==> config.mk <==
export PLATFORM = sky130hd
export DESIGN_NAME = d_branch_unit
export DESIGN_NICKNAME = d
export VERILOG_FILES = /design/src/rtl/rv_pkg.sv /design/src/rtl/br_cond.sv /design/src/rtl/d_branch_unit.sv
export SDC_FILE = /design/constraint.sdc
export NUM_CORES = 1
export LEC_CHECK = 0
export BUFFER_PORTS_ARGS = -buffer_cell sky130_fd_sc_hd__buf_2
export CAP_MARGIN = 0
export CORE_UTILIZATION = 25
export DETAILED_ROUTE_END_ITERATION = 7
export MAX_ROUTING_LAYER = met4
export PLACE_DENSITY = 0.46
export REMOVE_ABC_BUFFERS = 1
export SYNTH_ARGS = -nofsm -noshare
export SYNTH_HDL_FRONTEND = slang
export SYNTH_SLANG_ARGS = --single-unit
==> constraint.sdc <==
create_clock -name clk -period 8.3 [get_ports clk]
set_input_delay 0.415 -clock clk [delete_from_list [all_inputs] [get_ports clk]]
set_output_delay 0.415 -clock clk [all_outputs]
set_load 0.02 [all_outputs]
==> src/rtl/rv_pkg.sv <==
// rv_pkg: shared RV32I control-flow encodings for the decode-stage branch unit.
//   JC_*  : two-bit jump_code values presented by decode per slot.
//   F3_*  : branch funct3 values understood by the br_cond comparator.
//   br_state_t : redirect/shadow FSM states of d_branch_unit.
package rv_pkg;

  localparam logic [1:0] JC_NONE = 2'b00;
  localparam logic [1:0] JC_BR   = 2'b01;
  localparam logic [1:0] JC_JAL  = 2'b10;
  localparam logic [1:0] JC_JALR = 2'b11;

  localparam logic [2:0] F3_BEQ  = 3'b000;
  localparam logic [2:0] F3_BNE  = 3'b001;
  localparam logic [2:0] F3_BLT  = 3'b100;
  localparam logic [2:0] F3_BGE  = 3'b101;
  localparam logic [2:0] F3_BLTU = 3'b110;
  localparam logic [2:0] F3_BGEU = 3'b111;

  typedef enum logic {
    ST_IDLE   = 1'b0,
    ST_SHADOW = 1'b1
  } br_state_t;

endpackage

==> src/rtl/br_cond.sv <==
// br_cond: combinational RV32I branch condition evaluator.
//   rs1, rs2 : 32-bit operands
//   funct3   : branch funct3
//   flag     : 1 when the branch condition holds; 0 for undefined funct3
module br_cond
  import rv_pkg::*;
(
  input  logic [31:0] rs1,
  input  logic [31:0] rs2,
  input  logic [2:0]  funct3,
  output logic        flag
);

  logic signed [31:0] rs1_s;
  logic signed [31:0] rs2_s;

  assign rs1_s = rs1;
  assign rs2_s = rs2;

  always_comb begin
    flag = 1'b0;
    case (funct3)
      F3_BEQ:  flag = (rs1 == rs2);
      F3_BNE:  flag = (rs1 != rs2);
      F3_BLT:  flag = (rs1_s <  rs2_s);
      F3_BGE:  flag = (rs1_s >= rs2_s);
      F3_BLTU: flag = (rs1 <  rs2);
      F3_BGEU: flag = (rs1 >= rs2);
      default: flag = 1'b0;
    endcase
  end

endmodule

==> src/rtl/d_branch_unit.sv <==
// d_branch_unit: decode-stage control-flow resolver.
// Picks the oldest (lowest-index) valid control-flow slot, computes its true
// next PC and compares it with fetch's prediction. A mismatch produces a
// registered one-cycle redirect and then masks decode for SHADOW_CYC cycles.
// Saturating counters track resolved and mispredicted instructions.
// Optional feature macro: D_BRANCH_UNIT_BHT_EN adds a 2-bit counter BHT
// queried combinationally by fetch through lookup_pc / lookup_taken.
// Ports:
//   clk, rst_n            : clock, synchronous active-low reset
//   ctrl_valid[ISSUE_W]   : slot holds a control-flow instruction
//   pc_i, rs1_i, rs2_i, imm_i, jump_code_i, branch_code_i : packed per-slot fields
//   pc_predicted          : fetch's predicted successor of the resolving slot
//   cannot_calcpc         : operand hazard, suppresses resolution
//   redirect, redirect_pc, redirect_slot : registered mispredict pulse + data
//   shadow                : decode slots are wrong-path this cycle
//   br_count, mp_count    : saturating statistics
//   lookup_pc, lookup_taken : BHT query (D_BRANCH_UNIT_BHT_EN only)
module d_branch_unit
  import rv_pkg::*;
#(
  parameter int ISSUE_W    = 2,
  parameter int PC_W       = 13,
  parameter int SHADOW_CYC = 1,
  parameter int BHT_IDX_W  = 6,
  parameter int CNT_W      = 16,
  localparam int SLOT_W    = (ISSUE_W > 1) ? $clog2(ISSUE_W) : 1
) (
  input  logic                  clk,
  input  logic                  rst_n,
  input  logic [ISSUE_W-1:0]    ctrl_valid,
  input  logic [ISSUE_W*PC_W-1:0] pc_i,
  input  logic [ISSUE_W*32-1:0] rs1_i,
  input  logic [ISSUE_W*32-1:0] rs2_i,
  input  logic [ISSUE_W*32-1:0] imm_i,
  input  logic [ISSUE_W*2-1:0]  jump_code_i,
  input  logic [ISSUE_W*3-1:0]  branch_code_i,
  input  logic [PC_W-1:0]       pc_predicted,
  input  logic                  cannot_calcpc,
  output logic                  redirect,
  output logic [PC_W-1:0]       redirect_pc,
  output logic [SLOT_W-1:0]     redirect_slot,
  output logic                  shadow,
  output logic [CNT_W-1:0]      br_count,
  output logic [CNT_W-1:0]      mp_count
`ifdef D_BRANCH_UNIT_BHT_EN
  ,
  input  logic [PC_W-1:0]       lookup_pc,
  output logic                  lookup_taken
`endif
);

  function automatic logic [CNT_W-1:0] sat_inc(input logic [CNT_W-1:0] v);
    return (&v) ? v : v + CNT_W'(1);
  endfunction

  logic [SLOT_W-1:0] sel_slot;
  logic [PC_W-1:0]   sel_pc;
  logic [31:0]       sel_rs1;
  logic [31:0]       sel_rs2;
  logic [31:0]       sel_imm;
  logic [1:0]        sel_jc;
  logic [2:0]        sel_f3;

  // Walk from youngest to oldest so the lowest valid index wins.
  always_comb begin
    sel_slot = '0;
    sel_pc   = '0;
    sel_rs1  = '0;
    sel_rs2  = '0;
    sel_imm  = '0;
    sel_jc   = JC_NONE;
    sel_f3   = '0;
    for (int i = ISSUE_W - 1; i >= 0; i--) begin
      if (ctrl_valid[i]) begin
        sel_slot = SLOT_W'(i);
        sel_pc   = pc_i[i*PC_W +: PC_W];
        sel_rs1  = rs1_i[i*32 +: 32];
        sel_rs2  = rs2_i[i*32 +: 32];
        sel_imm  = imm_i[i*32 +: 32];
        sel_jc   = jump_code_i[i*2 +: 2];
        sel_f3   = branch_code_i[i*3 +: 3];
      end
    end
  end

  logic flag;

  br_cond u_cond (
    .rs1    (sel_rs1),
    .rs2    (sel_rs2),
    .funct3 (sel_f3),
    .flag   (flag)
  );

  br_state_t state, state_nxt;
  logic [1:0] cnt, cnt_nxt;

  logic            res;
  logic            taken;
  logic            mp;
  logic [PC_W-1:0] base;
  logic [PC_W-1:0] target;
  logic [PC_W-1:0] true_pc;

  assign shadow  = (state == ST_SHADOW);
  assign res     = (|ctrl_valid) & ~cannot_calcpc & ~shadow & (sel_jc != JC_NONE);
  // Byte immediates and jalr base are converted to word addresses by dropping bits [1:0].
  assign base    = (sel_jc == JC_JALR) ? sel_rs1[PC_W+1:2] : sel_pc;
  assign target  = sel_imm[PC_W+1:2] + base;
  assign taken   = (sel_jc == JC_JAL) | (sel_jc == JC_JALR) | ((sel_jc == JC_BR) & flag);
  assign true_pc = taken ? target : sel_pc + PC_W'(1);
  assign mp      = res & (true_pc != pc_predicted);

  always_comb begin
    state_nxt = state;
    cnt_nxt   = cnt;
    case (state)
      ST_IDLE: begin
        if (mp) begin
          state_nxt = ST_SHADOW;
          cnt_nxt   = 2'(SHADOW_CYC);
        end
      end
      ST_SHADOW: begin
        cnt_nxt = cnt - 2'd1;
        if (cnt <= 2'd1) state_nxt = ST_IDLE;
      end
      default: state_nxt = ST_IDLE;
    endcase
  end

  always_ff @(posedge clk) begin
    if (!rst_n) begin
      state <= ST_IDLE;
      cnt   <= '0;
    end else begin
      state <= state_nxt;
      cnt   <= cnt_nxt;
    end
  end

  // Redirect register: pulse for one cycle, payload held between mispredicts.
  always_ff @(posedge clk) begin
    if (!rst_n) begin
      redirect      <= 1'b0;
      redirect_pc   <= '0;
      redirect_slot <= '0;
      br_count      <= '0;
      mp_count      <= '0;
    end else begin
      redirect <= mp;
      if (mp) begin
        redirect_pc   <= true_pc;
        redirect_slot <= sel_slot;
        mp_count      <= sat_inc(mp_count);
      end
      if (res) br_count <= sat_inc(br_count);
    end
  end

`ifdef D_BRANCH_UNIT_BHT_EN
  localparam int BHT_N = 1 << BHT_IDX_W;

  function automatic logic [1:0] bht_step(input logic [1:0] c, input logic up);
    if (up) return (c == 2'b11) ? c : c + 2'b01;
    else    return (c == 2'b00) ? c : c - 2'b01;
  endfunction

  logic [1:0] bht [BHT_N];

  always_ff @(posedge clk) begin
    if (!rst_n) begin
      for (int i = 0; i < BHT_N; i++) bht[i[BHT_IDX_W-1:0]] <= 2'b01;
    end else if (res && (sel_jc == JC_BR)) begin
      bht[sel_pc[BHT_IDX_W-1:0]] <= bht_step(bht[sel_pc[BHT_IDX_W-1:0]], flag);
    end
  end

  // Combinational read sees the pre-edge contents during a same-cycle update.
  assign lookup_taken = bht[lookup_pc[BHT_IDX_W-1:0]][1];

  logic unused_bits;
  assign unused_bits = ^{sel_imm[31:PC_W+2], sel_imm[1:0], lookup_pc};
`else
  localparam int UNUSED_BHT_IDX_W = BHT_IDX_W;
  logic unused_bits;
  assign unused_bits = ^{sel_imm[31:PC_W+2], sel_imm[1:0]};
`endif

endmodule

# Word level (Yosys, flattened, before mapping)
# Cells that the tools add are included.
# word_totals
register_bits	50
input_bits	246
output_inout_bits	48
wordCells	69
# classes
n_addsub	5
order_cmp	5
n_eq_ne	12
mux	22
n_bitwise	11
reduce_logical	7
# ops
cell	count
$mux W32	4
$ge A32 B32 Y1	2
$lt A32 B32 Y1	2
$mux W13	4
$add A16 B1 Y16 const B	2
$eq A32 B32 Y1	1
$ne A32 B32 Y1	1
$reduce_and A16 Y1	2
$mux W15	2
$add A13 B1 Y13 const B	1
$add A13 B13 Y13	1
$ne A13 B13 Y1	1
$eq A3 B3 Y1 const B	4
$mux W2	3
$mux W3	2
$pmux W1 S6	1
$and A1 B1 Y1	5
$eq A2 B2 Y1 const B	2
$mux W1	4
$not A1 Y1	4
$pmux W2 S2	1
$reduce_and A2 Y1	2
$eq A3 B1 Y1 const B	1
$logic_not A3 Y1	1
8 further kinds	9

# Logic depth before layout (Yosys ltp)
# logic_depth
depth_word	11
depth_mapped	23
depth_no_buf	18

# Cells and area by module
# Synthesis repeated with hierarchy kept, for this count alone.
# unflattened
hier_cells	767
hier_area_um2	5924.4
# modules_own_cells
mod	instances	cells_per_inst	area_per_inst_um2	seq_area_each_um2
d_branch_unit	1	639	5001.0	1001.0
br_cond	1	128	923.4	0.0

# Least setup slack after synthesis
# Ideal clock, no wire load.
# synth_path
path_type	input to register
startpoint	input ctrl_valid[0]
endpoint	register redirect_pc[3]
setup_time_ns	0.137
t_arrival_ns	5.269
t_required_ns	8.163
path_slack_ns	2.894
cell_stages	22
n_path_buf	9
path_cell_list	buf_2 -> clkbuf_1 -> buf_2 -> buf_2 -> clkbuf_1 -> buf_1 -> a22oi_1 -> ha_1 -> a21oi_1 -> nand2_1 -> a221o_1 -> o31a_1 -> or4_1 -> and4b_1 -> buf_6 -> or4_4 -> o311ai_2 -> a2111oi_4 -> buf_6 -> buf_4 -> a2111oi_0 -> nor3_1
# synth_via
elab_chain_cells	8
word_cells_on_any_way	36
cone_classes	2 x add/sub; 4 x order compare; 11 x eq/ne; 9 x mux; 7 x bitwise; 3 x reduce/logical
# synth_rtl
element	line	text
start: declaration	d_branch_unit.sv:30	input logic [ISSUE_W-1:0] ctrl_valid,
$mux W32 / $mux W3 (equally long branches)	d_branch_unit.sv:74	if (ctrl_valid[i]) begin
$ge A32 B32 Y1 (tied with other cells)	br_cond.sv:28	F3_BGEU: flag = (rs1 >= rs2);
$pmux W1 S6	br_cond.sv:22	case (funct3)
$and A1 B1 Y1	d_branch_unit.sv:110	assign taken = (sel_jc == JC_JAL) | (sel_jc == JC_JALR) | ((sel_jc == JC_BR) & flag);
$or A1 B1 Y1	d_branch_unit.sv:110	
$mux W13	d_branch_unit.sv:111	assign true_pc = taken ? target : sel_pc + PC_W'(1);
$ne A13 B13 Y1	d_branch_unit.sv:112	assign mp = res & (true_pc != pc_predicted);
$and A1 B1 Y1	d_branch_unit.sv:112	
end signal: assignment	d_branch_unit.sv:153	redirect_pc <= true_pc;
end: declaration	d_branch_unit.sv:40	output logic [PC_W-1:0] redirect_pc,
# Several ways; a longest one is shown, not always the timed one.
# A chain may end at the register's enable or synchronous reset.

# Worst setup path after layout
# layout_path
startpoint	input ctrl_valid[1]
endpoint	register mp_count[8]
# layout_via
elab_chain_cells	10
word_cells_on_any_way	43
cone_classes	2 x add/sub; 4 x order compare; 11 x eq/ne; 15 x mux; 7 x bitwise; 4 x reduce/logical
# layout_rtl
element	line	text
$mux W32 / $mux W3 (equally long branches) (2 in series)	d_branch_unit.sv:74	
$ge A32 B32 Y1 (tied with other cells)	br_cond.sv:28	
$pmux W1 S6	br_cond.sv:22	
$and A1 B1 Y1	d_branch_unit.sv:110	
$or A1 B1 Y1	d_branch_unit.sv:110	
$mux W13	d_branch_unit.sv:111	
$ne A13 B13 Y1	d_branch_unit.sv:112	
$and A1 B1 Y1 (*)	d_branch_unit.sv:112	
$reduce_and A2 Y1 (no line) (*)	--	
end signal: assignment	d_branch_unit.sv:155	mp_count <= sat_inc(mp_count);
end: declaration	d_branch_unit.sv:44	output logic [CNT_W-1:0] mp_count
# Every way passes the cells marked *; elsewhere a longest branch is shown, timed or not.

==> qor.yml <==
status: "finished clean"
worst_pin_slew_ns: 0.894
drc: 0
grt_use_total_pct: 17.2
viasPerCell: 5.04
peakVddDrop_mv: 0.0989
path_max_fanout: 35
slew_headroom_pct: 40.2
std_cell_rows: 54
grt_pass1_vias: 5757
syn_area_sq_um: 5600
period_share_pct: 72.5
cp_data_required_time_ns: 8.52
die-height_um: 152
crit_chain: "buf_2 > nor2b_4 > buf_4 > buf_4 > a22oi_1 > ha_1 > a21oi_1 > o21ai_0 > a221o_1 > o31a_1 > or4_1 > and4b_1 > nor2_4 > mux2i_1 > a2111oi_4 > buf_4 > or4_1 > a21oi_1"
yosys_warnings: 0
crit_path_max_incr_delay_ns: 0.82
dpl.cell_count: 1215
p_int_w: 0.000530
max_freq_mhz: 166
period_needed_ns: 6.02
ant_nets: 0
dpl_cell_area_sq_um: 7110
cts_setup_buffers: 0
vias: 6180
power_frac_clock_pct: 23.6
rsz0062_at_grt: "no"
grt_pass1_wl_mm: 29.6
combPwrFrac_pct: 46.1
insertion_delay_ns: 0.29
clock_sinks: 50
syn2layout_area_growth_pct: 29.6
p_per_area_nw_per_um2: 117
synth_cell_types: 69
hold_class: "reg2reg"
avgSynthCellArea_sq_um: 7.84
grt_antenna_before_repair: 4
fp.coreArea_sq_um: 21900
gp_congestion: 0.816
yosysTopAreaCellShare_pct: 17.9
start_util_pct: 25.6
maxCapViolCount: 0
finalHoldViolations: 0
final_cell_area_sq_um: 7260
synth_common_cells: "a21oi_1, a22oi_1, nand2_1"
synth-seq-area-share_pct: 17.9
drt_iter0_markers: 287
critPathSlowestCell: "nor2b_4"
drive_above_1_share_pct: 31.3
port_buffers: 255
cts_resized: 0
grt_remaining_overflow: 0
slew_violations: 0
start_kind: "input pin"
wirelength_mm: 20.3
power.share.sequential_pct: 30.3
final_cells: 1226
clock_skew_ns: 0.00480
wl_per_cell_um: 16.6
syn_inst: 714
holdBufCountCts: 0
io_pins: 294
switching_share_pct: 37.5
finalNetCount: 1237
synthTopCellsByArea: "dfxtp_1, ha_1, a22oi_1, a21oi_1, a22o_1"
dieArea_sq_um: 23000
async_reset_ff_share_pct: 0
arrival_ns: 6.24
root_buffer: "clkbuf_16"
numCtsBuffers: 5
fp.dieW_um: 152
synth.most_common_cell: "a21oi_1"
crit_top_cell: "buf_4"
dr.pass1.iters: 4
dp_hpwl_mm: 16.7
clockBufferDepth: 2
synth-seq-cells: 50
clkTransAtPathRegs_ns: 0.07
final-setup-viol-count: 0
worst-setup-path-type: "in2reg"
endpoint_kind: "register"
synth_top_cell_by_area: "dfxtp_1"
power.switching_w: 0.000318
setup-tns-final_ns: 0
ys.flop_type: "dfxtp_1"
p_leak_nw: 3.23
grt_max_degree: 68
cts_tree: "built"
cts_max_level: 2
synth_edf_count: 0
## area by class of cell
class | count | area, sq um
tap | 280 | 350
sequential | 50 | 1000
timing repair buffer | 263 | 1340
antenna | 4 | 10.0
clock buffer | 5 | 125
inverter | 25 | 93.8
multi-input combinational | 597 | 4330
fill | 2405 | 14600
clock inverter | 2 | 10.0
## placed cells by master, fill, tap and decap left out, drive strengths merged, types with 6 or more instances in the layout
master and n:
o31ai 6, mux2i 22, mux2 6, xnor2 30, a211oi 15, nor3 11, a21oi 62, and3 11
xor2 19, nand4b 6, a22o 35, nor2 45, or4 7, ha 48, nand3 39, a22oi 51
dfxtp 50, inv 25, nand4 15, nand2 51, o21ai 30, or3 11, buf 263, nand2b 8
## stage by stage
stage	setup slack, ns	total power [W]	hold slack [ns]	util (%)
3_5_place_dp	1.91	0.000657	0.452	32.5
3_3_place_gp	1.97	0.000656	0.440	32.5
4_1_cts	2.22	0.000862	0.467	33.1
2_1_floorplan	0.557	0.000510	0.469	-
6_report	2.28	0.000848	0.466	33.1
5_1_grt	1.75	0.000913	0.498	33.1
## power groups by stage
stage	sequential [W]	clock [W]	combinational, W
final	0.000257	0.000200	0.000391
after global routing	0.000259	0.000217	0.000437
after CTS	0.000258	0.000208	0.000397
after detailed placement	0.000263	0	0.000394
after global placement	0.000263	0	0.000393
after floorplan	0.000274	0	0.000236
## worst max-delay path, delay by kind of cell
kind	cells	cell delay, ns
AOI/OAI and AO/OA	7	1.33
muxes	1	0.42
and+or+nand+nor	5	2.63
adders and majority gates	1	0.23
buffers and inverters	4	1.18
## per-layer routing
layer / track usage [%] / wire (um) / vias up
met1: 19.7 / 8900 / 2791
met3: 3.53 / 1470 / 12
met2: 30.8 / 9700 / 181
li1: - / - / 3196
met4: 3.27 / 230 / 0
met5: - / 0 / -
## cells by family (layout without fill, tap and decap cells)
logic type | count (synthesis) | in the layout | synth area share (%)
AO/OA/AOI/OAI | 243 | 243 | 31.3
XOR/XNOR | 51 | 51 | 8.47
adder cells (fa/ha/maj) | 49 | 49 | 11.1
buffers and inverters | 67 | 295 | 5.05
flip-flops | 50 | 50 | 17.9
multiplexers | 28 | 28 | 5.14
other | 0 | 4 | 0
AND/OR/NAND/NOR | 226 | 226 | 21.1
## registers in the layout, summed over array words and instances (netlist names)
register	cells
br_count	16
mp_count	16
redirect_pc	13
cnt	2
redirect	1
redirect_slot	1
shadow	1
## final timing paths
kind         cells after the start                   startpoint                     endpoint  slack [ns]
min reg2reg                      2  redirect_pc[1]$_SDFFE_PN0P_  redirect_pc[1]$_SDFFE_PN0P_        0.47
max                             18                ctrl_valid[1]     mp_count[8]$_SDFFE_PN0P_        2.28
min                              2  redirect_pc[1]$_SDFFE_PN0P_  redirect_pc[1]$_SDFFE_PN0P_        0.47
max reg2reg                      9     br_count[6]$_SDFFE_PN0P_    br_count[13]$_SDFFE_PN0P_        5.83
(Power assumes the default switching activity.)
